File: config.mk
export PLATFORM = sky130hd
export DESIGN_NAME = key_event_ctrl_flat
export DESIGN_NICKNAME = d
export VERILOG_FILES = /design/src/rtl/key_event_ctrl_if.sv /design/src/rtl/key_event_ctrl.sv /design/src/flat_wrapper.sv
export SDC_FILE = /design/constraint.sdc
export NUM_CORES = 1
export LEC_CHECK = 0
export ABC_AREA = 0
export ABC_CLOCK_PERIOD_IN_PS = 4900
export CAP_MARGIN = 20
export CORE_MARGIN = 8
export CORE_UTILIZATION = 38
export DETAILED_ROUTE_END_ITERATION = 8
export GPL_TIMING_DRIVEN = 0
export PLACE_DENSITY_LB_ADDON = 0.12
export SYNTH_ARGS = -nofsm -noshare
export SYNTH_HDL_FRONTEND = slang
export SYNTH_SLANG_ARGS = --single-unit
File: constraint.sdc
create_clock -name clk50M -period 4.9 [get_ports clk50M]
set_input_delay 0.98 -clock clk50M [delete_from_list [all_inputs] [get_ports clk50M]]
set_output_delay 0.98 -clock clk50M [all_outputs]
set_load 0.05 [all_outputs]
File: src/rtl/key_event_ctrl_if.sv
// Valid/ready event port between key_event_ctrl and its consumer.
interface key_event_ctrl_if;
  logic       ev_valid;
  logic       ev_ready;
  logic [2:0] ev_key;
  logic [1:0] ev_code;

  modport master (output ev_valid, output ev_key, output ev_code, input ev_ready);
  modport slave  (input ev_valid, input ev_key, input ev_code, output ev_ready);
endinterface

File: src/rtl/key_event_ctrl.sv
// Debounces N active-low keys on a shared tick, runs press/hold/repeat per key and
// arbitrates the resulting events onto one registered valid/ready slot.
module key_event_ctrl #(
  parameter int unsigned N_KEYS     = 4,
  parameter int unsigned TICK_DIV   = 50000,
  parameter int unsigned DEB_TICKS  = 5,
  parameter int unsigned LONG_TICKS = 1000,
  parameter int unsigned REP_TICKS  = 200
) (
  input  logic                  clk50M,
  input  logic                  rst,
  input  logic [N_KEYS-1:0]     key_n,
  key_event_ctrl_if.master      ev,
  output logic [N_KEYS-1:0]     held,
  output logic                  ev_drop
);

  localparam int unsigned PW   = (TICK_DIV > 1) ? $clog2(TICK_DIV) : 1;
  localparam int unsigned DW   = (DEB_TICKS > 1) ? $clog2(DEB_TICKS + 1) : 1;
  localparam int unsigned HMAX = (LONG_TICKS > REP_TICKS) ? LONG_TICKS : REP_TICKS;
  localparam int unsigned HW   = $clog2(HMAX + 1);
  localparam bit          DebOne = (DEB_TICKS <= 1);

  localparam logic [1:0] CodePress   = 2'd0;
  localparam logic [1:0] CodeLong    = 2'd1;
  localparam logic [1:0] CodeRepeat  = 2'd2;
  localparam logic [1:0] CodeRelease = 2'd3;

  typedef enum logic [2:0] {StIdle, StDbDn, StHeld, StRpt, StDbUp} key_st_e;

  logic [N_KEYS-1:0] s1_q, s2_q, p;
  logic [PW-1:0]     pre_q;
  logic              tick;

  key_st_e           st_q  [N_KEYS];
  key_st_e           st_d  [N_KEYS];
  logic [DW-1:0]     dc_q  [N_KEYS];
  logic [DW-1:0]     dc_d  [N_KEYS];
  logic [HW-1:0]     hc_q  [N_KEYS];
  logic [HW-1:0]     hc_d  [N_KEYS];
  logic [N_KEYS-1:0] ret_q, ret_d;
  logic [3:0]        raise  [N_KEYS];
  logic [3:0]        pend_q [N_KEYS];
  logic [3:0]        pend_d [N_KEYS];

  logic       sel_found;
  logic [2:0] sel_key;
  logic [1:0] sel_code;
  logic       load, drop_d;
  logic       ev_valid_q, ev_drop_q;
  logic [2:0] ev_key_q;
  logic [1:0] ev_code_q;

  // Synchronizer idles at 1 so reset looks like all keys released.
  always_ff @(posedge clk50M or posedge rst) begin
    if (rst) begin
      s1_q <= '1;
      s2_q <= '1;
    end else begin
      s1_q <= key_n;
      s2_q <= s1_q;
    end
  end

  assign p = ~s2_q;

  always_ff @(posedge clk50M or posedge rst) begin
    if (rst) begin
      pre_q <= '0;
    end else begin
      pre_q <= tick ? '0 : pre_q + PW'(1);
    end
  end

  assign tick = (pre_q == PW'(TICK_DIV - 1));

  always_comb begin
    for (int k = 0; k < N_KEYS; k++) begin
      st_d[k]  = st_q[k];
      dc_d[k]  = dc_q[k];
      hc_d[k]  = hc_q[k];
      ret_d[k] = ret_q[k];
      raise[k] = 4'b0000;
      if (tick) begin
        unique case (st_q[k])
          StIdle: begin
            if (p[k]) begin
              if (DebOne) begin
                st_d[k]             = StHeld;
                hc_d[k]             = '0;
                raise[k][CodePress] = 1'b1;
              end else begin
                st_d[k] = StDbDn;
                dc_d[k] = DW'(1);
              end
            end
          end
          StDbDn: begin
            if (!p[k]) begin
              st_d[k] = StIdle;
              dc_d[k] = '0;
            end else if ((dc_q[k] + DW'(1)) == DW'(DEB_TICKS)) begin
              st_d[k]             = StHeld;
              dc_d[k]             = '0;
              hc_d[k]             = '0;
              raise[k][CodePress] = 1'b1;
            end else begin
              dc_d[k] = dc_q[k] + DW'(1);
            end
          end
          StHeld, StRpt: begin
            if (!p[k]) begin
              ret_d[k] = (st_q[k] == StRpt);
              if (DebOne) begin
                st_d[k]               = StIdle;
                hc_d[k]               = '0;
                raise[k][CodeRelease] = 1'b1;
              end else begin
                st_d[k] = StDbUp;
                dc_d[k] = DW'(1);
              end
            end else if ((hc_q[k] + HW'(1)) ==
                         ((st_q[k] == StHeld) ? HW'(LONG_TICKS) : HW'(REP_TICKS))) begin
              hc_d[k] = '0;
              st_d[k] = StRpt;
              raise[k][(st_q[k] == StHeld) ? CodeLong : CodeRepeat] = 1'b1;
            end else begin
              hc_d[k] = hc_q[k] + HW'(1);
            end
          end
          StDbUp: begin
            // hc is left untouched so a bounce resumes the hold timing where it stopped.
            if (p[k]) begin
              st_d[k] = ret_q[k] ? StRpt : StHeld;
              dc_d[k] = '0;
            end else if ((dc_q[k] + DW'(1)) == DW'(DEB_TICKS)) begin
              st_d[k]               = StIdle;
              dc_d[k]               = '0;
              hc_d[k]               = '0;
              raise[k][CodeRelease] = 1'b1;
            end else begin
              dc_d[k] = dc_q[k] + DW'(1);
            end
          end
          default: st_d[k] = StIdle;
        endcase
      end
    end
  end

  always_comb begin
    for (int k = 0; k < N_KEYS; k++) begin
      held[k] = (st_q[k] == StHeld) || (st_q[k] == StRpt) || (st_q[k] == StDbUp);
    end
  end

  // Fixed priority: lowest key first, then PRESS > LONG > REPEAT > RELEASE.
  always_comb begin
    sel_found = 1'b0;
    sel_key   = '0;
    sel_code  = '0;
    for (int k = 0; k < N_KEYS; k++) begin
      for (int c = 0; c < 4; c++) begin
        if (!sel_found && pend_q[k][c]) begin
          sel_found = 1'b1;
          sel_key   = 3'(k);
          sel_code  = 2'(c);
        end
      end
    end
  end

  assign load = !ev_valid_q || ev.ev_ready;

  always_comb begin
    logic take;
    drop_d = 1'b0;
    for (int k = 0; k < N_KEYS; k++) begin
      for (int c = 0; c < 4; c++) begin
        take = load && sel_found && (sel_key == 3'(k)) && (sel_code == 2'(c));
        pend_d[k][c] = raise[k][c] | (pend_q[k][c] & ~take);
        if (raise[k][c] && pend_q[k][c] && !take) begin
          drop_d = 1'b1;
        end
      end
    end
  end

  always_ff @(posedge clk50M or posedge rst) begin
    if (rst) begin
      for (int k = 0; k < N_KEYS; k++) begin
        st_q[k]   <= StIdle;
        dc_q[k]   <= '0;
        hc_q[k]   <= '0;
        pend_q[k] <= 4'b0000;
      end
      ret_q <= '0;
    end else begin
      for (int k = 0; k < N_KEYS; k++) begin
        st_q[k]   <= st_d[k];
        dc_q[k]   <= dc_d[k];
        hc_q[k]   <= hc_d[k];
        pend_q[k] <= pend_d[k];
      end
      ret_q <= ret_d;
    end
  end

  always_ff @(posedge clk50M or posedge rst) begin
    if (rst) begin
      ev_valid_q <= 1'b0;
      ev_key_q   <= '0;
      ev_code_q  <= '0;
      ev_drop_q  <= 1'b0;
    end else begin
      ev_drop_q <= drop_d;
      if (load) begin
        ev_valid_q <= sel_found;
        if (sel_found) begin
          ev_key_q  <= sel_key;
          ev_code_q <= sel_code;
        end
      end
    end
  end

  assign ev.ev_valid = ev_valid_q;
  assign ev.ev_key   = ev_key_q;
  assign ev.ev_code  = ev_code_q;
  assign ev_drop     = ev_drop_q;

endmodule

File: src/flat_wrapper.sv
// flat-port wrapper written by rule: the top's interface ports become plain ports
module key_event_ctrl_flat 
#(
  parameter int unsigned N_KEYS     = 4,
  parameter int unsigned TICK_DIV   = 50000,
  parameter int unsigned DEB_TICKS  = 5,
  parameter int unsigned LONG_TICKS = 1000,
  parameter int unsigned REP_TICKS  = 200
)
  (clk50M, rst, key_n, held, ev_drop, ev_ev_valid, ev_ev_key, ev_ev_code, ev_ev_ready);
  key_event_ctrl_if ev_i ();
  input  logic clk50M;
  input  logic rst;
  input  logic [N_KEYS-1:0] key_n;
  output logic [N_KEYS-1:0] held;
  output logic ev_drop;
  output wire logic [$bits(ev_i.ev_valid)-1:0] ev_ev_valid;
  output wire logic [$bits(ev_i.ev_key)-1:0] ev_ev_key;
  output wire logic [$bits(ev_i.ev_code)-1:0] ev_ev_code;
  input wire logic [$bits(ev_i.ev_ready)-1:0] ev_ev_ready;
  assign ev_ev_valid = ev_i.ev_valid;
  assign ev_ev_key = ev_i.ev_key;
  assign ev_ev_code = ev_i.ev_code;
  assign ev_i.ev_ready = ev_ev_ready;
  key_event_ctrl #(.N_KEYS(N_KEYS), .TICK_DIV(TICK_DIV), .DEB_TICKS(DEB_TICKS), .LONG_TICKS(LONG_TICKS), .REP_TICKS(REP_TICKS)) u_core (.clk50M(clk50M), .rst(rst), .key_n(key_n), .ev(ev_i), .held(held), .ev_drop(ev_drop));
endmodule
After elaboration in Yosys (flattened, before gate mapping). Cells that the tools add are included.

Register bits: 115.

Muxes and demuxes: 192. Add/sub/neg operators: 9. $lt $le $gt $ge: 8. Reductions and logical operators: 148. Bitwise logic cells: 53. Equal/unequal tests: 63.

Operators by type and width (number): $mux W10 (24); $mux W3 (44); $pmux W10 S3 (4); $pmux W3 S4 (8); $logic_and A1 B1 Y1 (72); $mux W2 (30); $mux W1 (57); $mux W4 (12); $add A10 B1 Y10 const B (4); $eq A10 B10 Y1 (4); $reduce_and A5 Y1 (8); $logic_not A1 Y1 (32); $eq A3 B2 Y1 const B (8); $eq A3 B3 Y1 const B (8); $ne A2 B1 Y1 const B (12); $ne A3 B3 Y1 const B (8); $not A1 Y1 (20); $add A16 B1 Y16 const B (1); $and A1 B1 Y1 (16); $eq A16 B16 Y1 const B (1); $mux W16 (1); $ne A2 B2 Y1 const B (8); $or A1 B1 Y1 (16); $pmux W1 S2 (8); 18 further kinds (67).

Depth between registers and ports, before layout. Gate-level depths: netlist (run 1).

Depth after elaboration: 67. Mapped depth: 10. Depth with buffers taken out: 9.

Worst setup path before layout (run 1). Ideal clock, no wire load.

Path type: input -> register. From: in ev_ev_ready. To: reg u_core.ev_drop_q, in the netlist u_core.ev_drop. Arrival time: 2.520 ns. Stages: 9. Setup slack: 2.252 ns. Cells stage by stage: nand2b_1 -> clkbuf_1 -> and3_1 -> nand3_1 -> a21oi_1 -> nor3_1 -> o21ba_2 -> o2111ai_1 -> a2111o_1.

Word-level cells in the longest chain between the ends: 22. Elaborated cells between the ends (all ways): 70.

Ends and longest elaborated chain: start, declared (line flat_wrapper.sv:20) `input wire logic [$bits(ev_i.ev_ready)-1:0] ev_ev_ready;`; $logic_or A1 B1 Y1 (*) (line key_event_ctrl.sv:173) `assign load = !ev_valid_q || ev.ev_ready;`; $logic_and A1 B1 Y1 (*) (line key_event_ctrl.sv:180) `take = load && sel_found && (sel_key == 3'(k)) && (sel_code == 2'(c));`; $logic_and A1 B1 Y1 (2 in a row) (line key_event_ctrl.sv:180); $logic_not A1 Y1 (line key_event_ctrl.sv:182) `if (raise[k][c] && pend_q[k][c] && !take) begin`; $logic_and A1 B1 Y1 (line key_event_ctrl.sv:182); $mux W1 (15 in a row) (line key_event_ctrl.sv:182); $mux W1 (*) (line key_event_ctrl.sv:182); named net u_core.drop_d (line key_event_ctrl.sv:49) `logic load, drop_d;`; end signal, assigned (line key_event_ctrl.sv:216) `ev_drop_q <= drop_d;`; end, declared (line key_event_ctrl.sv:50) `logic ev_valid_q, ev_drop_q;`.

Mark *: on every way through the listed nets, which the timed path passes. The rest lies on a longest branch. A chain may end at the register's enable or synchronous reset.

Worst setup path in the final report (run 1).
From: reg u_core.st_q[8] in the netlist's numbering. To: out held[1].

Word-level cells in the longest chain between the ends: 3. Elaborated cells between the ends (all ways): 5.

Ends and longest elaborated chain: start, declared (line key_event_ctrl.sv:35) `key_st_e st_q [N_KEYS];`; start signal, assigned by index (line key_event_ctrl.sv:192) `st_q[k] <= StIdle;`; start signal, assigned by index (line key_event_ctrl.sv:200) `st_q[k] <= st_d[k];`; $eq A3 B2 Y1 (line key_event_ctrl.sv:153) `held[k] = (st_q[k] == StHeld) || (st_q[k] == StRpt) || (st_q[k] == StDbUp);`; $logic_or A1 B1 Y1 (line key_event_ctrl.sv:153); $logic_or A1 B1 Y1 (*) (line key_event_ctrl.sv:153); end, declared (line flat_wrapper.sv:15) `output logic [N_KEYS-1:0] held;`.

Mark *: on every way between the ends. The rest lies on a longest branch, timed or not.

==> run_results.csv, run 1 <==
group,metric,value,unit
critical_path,worstSetupEndpointType,"primary output",
yosys,netlist-cell-type-count,69,
clocking,htree_levels,4,
yosys,synth_top_family_by_area,"simple AND/OR/NAND/NOR gates",
route,via_count,6042,
critical_path,slowest_stage,"clkdlybuf4s50_1",
critical_path,reg2reg_depth,10,
critical_path,cp_cell_sequence,"clkbuf_1 > clkbuf_1 > nand2_1 > nand2_1 > clkdlybuf4s50_1",
clocking,cts_resized,0,
yosys,syn_area,0.006768,mm2
global_route,grt_use_met1,20.49,%
clocking,root_buffer,"clkbuf_16",
floorplanning,dieArea,0.02234,mm2
route,final_antenna_net_count,0,
power_and_ir_drop,internal_power,1.934,mW
yosys,ys_seq_elements,114,
route,vias_per_cell,5.652,
power_and_ir_drop,swShare,31.80,%
critical_path,cpPeakStageDelay,810,ps
yosys,syn_nets,811,
floorplanning,num_io_pins,18,
clocking,clock_path_buffers,2,
min_path,hold_path_end,"u_core.s2_q[1]",
layout,layout-drive-gt1-share,6.786,%
sta,maxSlewHeadroom,45.74,%
yosys,yosys.area_share.xor_xnor,2.977,%
critical_path,reg2reg_to,"u_core.hc_q[4]",
sta,fin_skew,9.346,ps
min_path,whs_path_depth,0,
global_route,grt_usage,15.77,%
job,cap_violations,0,
critical_path,reg2reg_from,"u_core.pre_q[0]",
floorplanning,rows,49,
floorplanning,die_w,149.5,um
sta,worst_slew_pin_slew,806.5,ps
route,drt_first_pass_iters,5,
placement,dp_hpwl,11610,um
yosys,syn_area_per_cell,8.556,um2
power_and_ir_drop,combPwrFrac,22.1,%
global_route,grt_pass1_wl,28800,um
critical_path,worstPathRequired,3920,ps
power_and_ir_drop,pwr-share-clk,40.5,%
clocking,worst_skew_pair.late_latency,420,ps
sta,fin_crit,3384,ps
sta,setup_tns,0,ps
clocking,cts_buffers,17,
critical_path,critPathMaxFanout,10,
power_and_ir_drop,finalPower,2.836,mW
critical_path,cp-start-kind,"flip-flop",
yosys,synth_edf_count,0,
power_and_ir_drop,vdd_drop_max,311.2,uV
yosys,ys.flop_type,"dfrtp_1",
clocking,cts_tree,"yes",
critical_path,crit_arrival,2400,ps
layout,diodes,0,
sta,drv_slew,0,
placement,dpl-instance-area,0.007247,mm2
yosys,synthAdderAreaFrac,2.403,%
global_route,top_usage_layer,"met2",
critical_path,worstSetupPathType,"flip-flop to primary output",
sta,setup_viol,0,
yosys,synth_compound_area_share,22.67,%
clocking,cts-hold-fix-buffers,0,
floorplanning,die_h,149.5,um
power_and_ir_drop,p_leak,3.104,nW
power_and_ir_drop,power_density,363.9,mW/mm2
yosys,synthMuxAreaShare,1.405,%
global_route,grt_max_degree,73,
floorplanning,core,0.01772,mm2
floorplanning,initial_core_util,38.20,%
global_route,grt_overflow,0,
min_path,hold_path.class,"flip-flop to flip-flop",
yosys,syn_inst,791,
global_route,grt_util_met2,25.16,%
clocking,post-cts-setup-buffers,0,
clocking,clk_pin_slew,50,ps
global_route,grt_use_met3,3.538,%
clocking,cts_sinks,114,
yosys,synth-async-reset-ratio,100.0,%
yosys,ys_warn_count,0,
layout,syn_to_final_growth,15.12,%
route,drc,0,
min_path,hp-start,"u_core.s1_q[1]",
placement,gp_congestion,0.8309,
sta,final_hold_viol_count,0,
route,wl_per_cell,15.74,um
layout,finalNetCount,847,
global_route,antenna_found_initial,0,
placement,port_buffers,16,
status,status,"completed",
critical_path,reg2reg_slack,1610,ps
sta,fin_crit_sh,69.05,%
yosys,yosys.area_share.simple,24.26,%
power_and_ir_drop,power_frac_seq,37.3,%
global_route,grt_pass1_vias,5932,
route,wl,16830,um
sta,fmax,295.5,MHz
power_and_ir_drop,switchingPower,0.9017,mW
sta,rsz0062_at_grt,"no",
layout,final_cell_area,0.007791,mm2
route,drt_iter0_markers,519,
yosys,seq_area_frac_synth,42.30,%
state kept, by name, summed over array words and instances (netlist names):
| name | cells |
|---|---|
| u_core.dc_q | 12 |
| u_core.ev.ev_code | 2 |
| u_core.ev.ev_key | 2 |
| u_core.ev.ev_valid | 1 |
| u_core.ev_drop | 1 |
| u_core.hc_q | 40 |
| u_core.pend_q | 16 |
| u_core.pre_q | 16 |
| u_core.ret_q | 4 |
| u_core.s1_q | 4 |
| u_core.s2_q | 4 |
| u_core.st_q | 12 |
final cells by class:
type                            count  area, um2
Clock buffer                       26      489.2
Fill cell                        1706       9927
Clock inverter                      6      55.05
Timing Repair Buffer               17      187.7
Tap cell                          229      286.5
Sequential cell                   114       2863
Inverter                           37      143.9
Multi-Input combinational cell    607       3638
Buffer                             33      127.6
synthesized netlist by cell type (10+ instances only):
cell type | n | area, um2
nor2b_1 | 16 | 100.1
clkbuf_1 | 32 | 120.1
a21oi_1 | 33 | 165.2
nand4_1 | 18 | 112.6
dfrtp_1 | 106 | 2653
inv_1 | 37 | 138.9
nand2_1 | 107 | 401.6
or3_1 | 10 | 62.56
nor2_1 | 53 | 198.9
nand2b_1 | 16 | 100.1
xnor2_1 | 14 | 122.6
o21ai_0 | 87 | 435.4
nor3_1 | 16 | 80.08
ha_1 | 13 | 162.7
nand3_1 | 32 | 160.2
o31ai_1 | 32 | 240.2
per-stage QoR:
step / util, % / setup WS (ps) / std cells / hold WS, ps
finish: 43.97 / 1516 / 1069 / 352.0
global route: 43.97 / 1318 / 1069 / 353.6
detailed placement: 40.90 / 1391 / 1037 / 348.1
global placement: 40.72 / -1047 / 1036 / 347.1
CTS: 43.97 / 1499 / 1069 / 355.0
floorplan: - / 917.5 / 791 / 345.2
power groups by stage:
stage	Combinational (mW)	Sequential [mW]	Clock, mW
after floorplan	0.393	1.12	0
after global placement	0.622	1.07	0
after detailed placement	0.620	1.07	0
after CTS	0.624	1.06	1.19
after global routing	0.699	1.07	1.23
final	0.627	1.06	1.15
layout by cell type, fill, tap and decap left out, drive strengths merged, types with 6 or more instances in the layout:
| master | count |
|---|---|
| nand3 | 34 |
| ha | 13 |
| inv | 37 |
| nand4 | 18 |
| or3 | 10 |
| nor2b | 16 |
| nor2 | 53 |
| o21bai | 7 |
| nand2b | 16 |
| xnor2 | 14 |
| clkdlybuf4s50 | 16 |
| or2 | 7 |
| o41ai | 7 |
| clkbuf | 58 |
| nor3 | 17 |
| a21o | 7 |
| o31ai | 32 |
| a31oi | 9 |
| dfstp | 8 |
| dfrtp | 106 |
| and3 | 9 |
| xor2 | 9 |
| o21ai | 90 |
| and2 | 8 |
| nand2 | 107 |
| a21oi | 33 |
| nor4 | 6 |
worst max path at each step:
| stage | end | slack [ps] | start |
|---|---|---|---|
| CTS | held[1] | 1500 | u_core.st_q[8] |
| global route | u_core.hc_q[7] | 1320 | u_core.pre_q[0] |
| finish | held[1] | 1520 | u_core.st_q[8] |
| detailed placement | u_core.ev_drop | 1390 | ev_ev_ready |
| floorplan | u_core.dc_q[0] | 920 | rst |
| global placement | u_core.hc_q[38] | -1050 | rst |
worst max-delay path: cells and delay by family, from the launching register on:
family / cells / cell delay [ps]
AND/OR/NAND/NOR: 2 / 230
flip-flops: 1 / 320
buffers and inverters: 3 / 1430
metal layers:
| layer | vias to the layer above | wire [um] |
|---|---|---|
| met5 | - | 0 |
| met4 | 0 | 250 |
| met3 | 25 | 557 |
| met2 | 118 | 8023 |
| met1 | 2946 | 7997 |
| li1 | 2953 | - |
logic make-up after synthesis:
kind of cell,after synthesis
compound gates,236
xor+xnor,23
fa+ha+maj,13
buf+inv,70
flops,114
other cells,1
mux,9
simple gates,325
Power figures use the tool's default switching activity.
==> inputs of run 2 (changes only) <==
--- a/config.mk
+++ b/config.mk
@@ -6,7 +6,7 @@
 export NUM_CORES = 1
 export LEC_CHECK = 0
 export ABC_AREA = 0
-export ABC_CLOCK_PERIOD_IN_PS = 4900
+export ABC_CLOCK_PERIOD_IN_PS = 3000
 export CAP_MARGIN = 20
 export CORE_MARGIN = 8
 export CORE_UTILIZATION = 38
==> constraint.sdc (replaced) <==
create_clock -name clk50M -period 3 [get_ports clk50M]
set_input_delay 0.6 -clock clk50M [delete_from_list [all_inputs] [get_ports clk50M]]
set_output_delay 0.6 -clock clk50M [all_outputs]
set_load 0.05 [all_outputs]
==> run 2 against run 1 <==
  * Clock power rose by 78%
  * Register-to-register slack worse by 1400 ps
  * Critical path depth unchanged
  * Clock skew decreased by 3.2 ps
  * Core utilization is 0.95 points higher
  * Design area up 2.2%
  * Setup slack worse by 1400 ps
  * Power up 71%
  * Sequential power is 64% higher
  * Final cell count rose by 0.28%
  * Highest routed layer unchanged
==> run_results.csv, run 2 (synthesized netlist as in run 1, its figures left out) <==
group,metric,value,unit
status,status,"completed",
sta,fmax,352.8,MHz
critical_path,crit_arrival,2230,ps
placement,place_ws,-337.5,ps
layout,layout-drive-gt1-share,9.253,%
sta,final.setup.worst_slack,165.1,ps
clocking,cts_tree,"yes",
clocking,cts-hold-fix-buffers,0,
sta,final_hold_viol_count,0,
sta,fin_crit,2835,ps
sta,setup_tns,0,ps
critical_path,cp-start-kind,"flip-flop",
clocking,cts_buffers,17,
sta,worst_slew_pin_slew,725.0,ps
layout,mostFrequentLayoutCells,"106 x nand2_1, 106 x dfrtp_1, 87 x o21ai_0, 53 x nor2_1, 36 x inv_1",
route,wl,16510,um
layout,top_regs,"u_core.hc_q x40, u_core.pend_q x16, u_core.pre_q x16",
power_and_ir_drop,power_density,609.4,mW/mm2
route,final_antenna_net_count,0,
placement,gp_congestion,0.8547,
global_route,grt_pass1_vias,5852,
floorplanning,num_io_pins,18,
route,vias_per_cell,5.684,
route,drc,0,
clocking,clk_pin_slew,50,ps
global_route,grt_overflow,0,
placement,placedCellCount,1039,
job,cap_violations,0,
critical_path,cp_common_cell,"nand2_1",
critical_path,crit_family,"buffers and inverters",
global_route,antenna_found_initial,0,
critical_path,worstSetupEndpointType,"primary output",
route,drt_iter0_markers,505,
critical_path,worstPathRequired,2400,ps
critical_path,critPathMaxFanout,10,
global_route,grt_pass1_wl,28320,um
floorplanning,core,0.01772,mm2
clocking,worst_skew_pair.late_latency,420,ps
route,via_count,6093,
sta,drv_slew,0,
layout,syn_to_final_growth,17.62,%
global_route,grt_max_degree,38,
sta,fin_crit_sh,94.50,%
layout,fillers,1698,
global_route,grt_usage,15.44,%
floorplanning,die_h,149.5,um
route,wl_per_cell,15.40,um
placement,port_buffers,16,
sta,fin_skew,6.180,ps
layout,largest_reg_flops,40,
critical_path,slowest_stage,"clkdlybuf4s50_1",
clocking,htree_levels,4,
critical_path,cp_cell_sequence,"clkbuf_1 > nor2_1 > nand2_1 > nand2_1 > clkdlybuf4s50_1",
power_and_ir_drop,p_leak,3.207,nW
critical_path,reg2reg_slack,180,ps
critical_path,cp_num_buf_inv,2,
floorplanning,dieArea,0.02234,mm2
clocking,cts_sinks,114,
floorplanning,rows,49,
critical_path,cpPeakStageDelay,800,ps
layout,final_cells,1072,
power_and_ir_drop,vdd_drop_max,453.2,uV
floorplanning,die_w,149.5,um
floorplanning,initial_core_util,38.20,%
layout,finalNetCount,850,
layout,regMostFlops,"u_core.hc_q",
critical_path,worstSetupPathType,"flip-flop to primary output",
sta,setup_viol,0,
clocking,root_buffer,"clkbuf_16",
min_path,hold_path.class,"flip-flop to flip-flop",
placement,dp_hpwl,11750,um
layout,diodes,0,
clocking,clock_path_buffers,2,
route,drt_first_pass_iters,6,
sta,rsz0062_at_grt,"no",
sta,maxSlewHeadroom,51.25,%
[run 2: cell types whose count changed in the layout (fill, tap and decap cells not counted), sizes merged]
cell and delta:
clkbuf -5, clkdlybuf4s50 -2, inv -1, clkinv -1
buf +4, clkinvlp +4, dlymetal6s2s +2, bufinv +2
[run 2: per-layer routing]
metal	wire length, um	track usage, %	vias up
met2	7782	24.71	110
met5	0	0	-
met4	269	6.108	0
li1	-	-	2972
met1	7904	20.06	2990
met3	553	3.175	21
[run 2: final timing paths]
kind,cells past startpoint,end,from
setup / recovery,5,held[0],u_core.st_q[10]
hold / removal,0,u_core.s2_q[3],u_core.s1_q[3]
setup reg to reg,10,u_core.ev_drop,u_core.hc_q[0]
hold reg to reg,0,u_core.s2_q[3],u_core.s1_q[3]
max in group asynchronous,4,u_core.s1_q[3],rst
min in group asynchronous,2,u_core.hc_q[20],rst
[run 2: area by class of cell]
type	count	area (um2)	area share [%]
Tap cell	229	286.5	3.600
Clock inverter	10	132.6	1.666
Inverter	37	142.6	1.792
Clock buffer	22	464.2	5.832
Timing Repair Buffer	21	240.2	3.018
Buffer	32	133.9	1.682
Sequential cell	114	2863	35.96
Multi-Input combinational cell	607	3697	46.45
[run 2: stage by stage]
step                      power, mW  hold WS, ps  area [um2]  utilization, %
after floorplan               2.466        345.2        6771               -
after global placement        2.769        346.7        7218           40.74
after detailed placement      2.779        347.5        7278           41.08
after CTS                     4.852        350.5        7901           44.59
after global routing          5.082        353.5        7960           44.93
final                         4.851        349.5        7960           44.93
[run 2: what timing repair did]
item                       4_1_cts  5_1_grt
gates resized for setup          5       16
setup endpoints to repair       47       23
buffers inserted                 2        0
hold endpoints to repair         0        0
pin swaps                        1        0
[run 2: power by group]
group | switching (mW) | leakage [nW] | internal (mW)
Combinational | 0.724 | 1.39 | 0.339
Sequential | 0.0939 | 1.53 | 1.64
Clock | 0.709 | 0.286 | 1.34
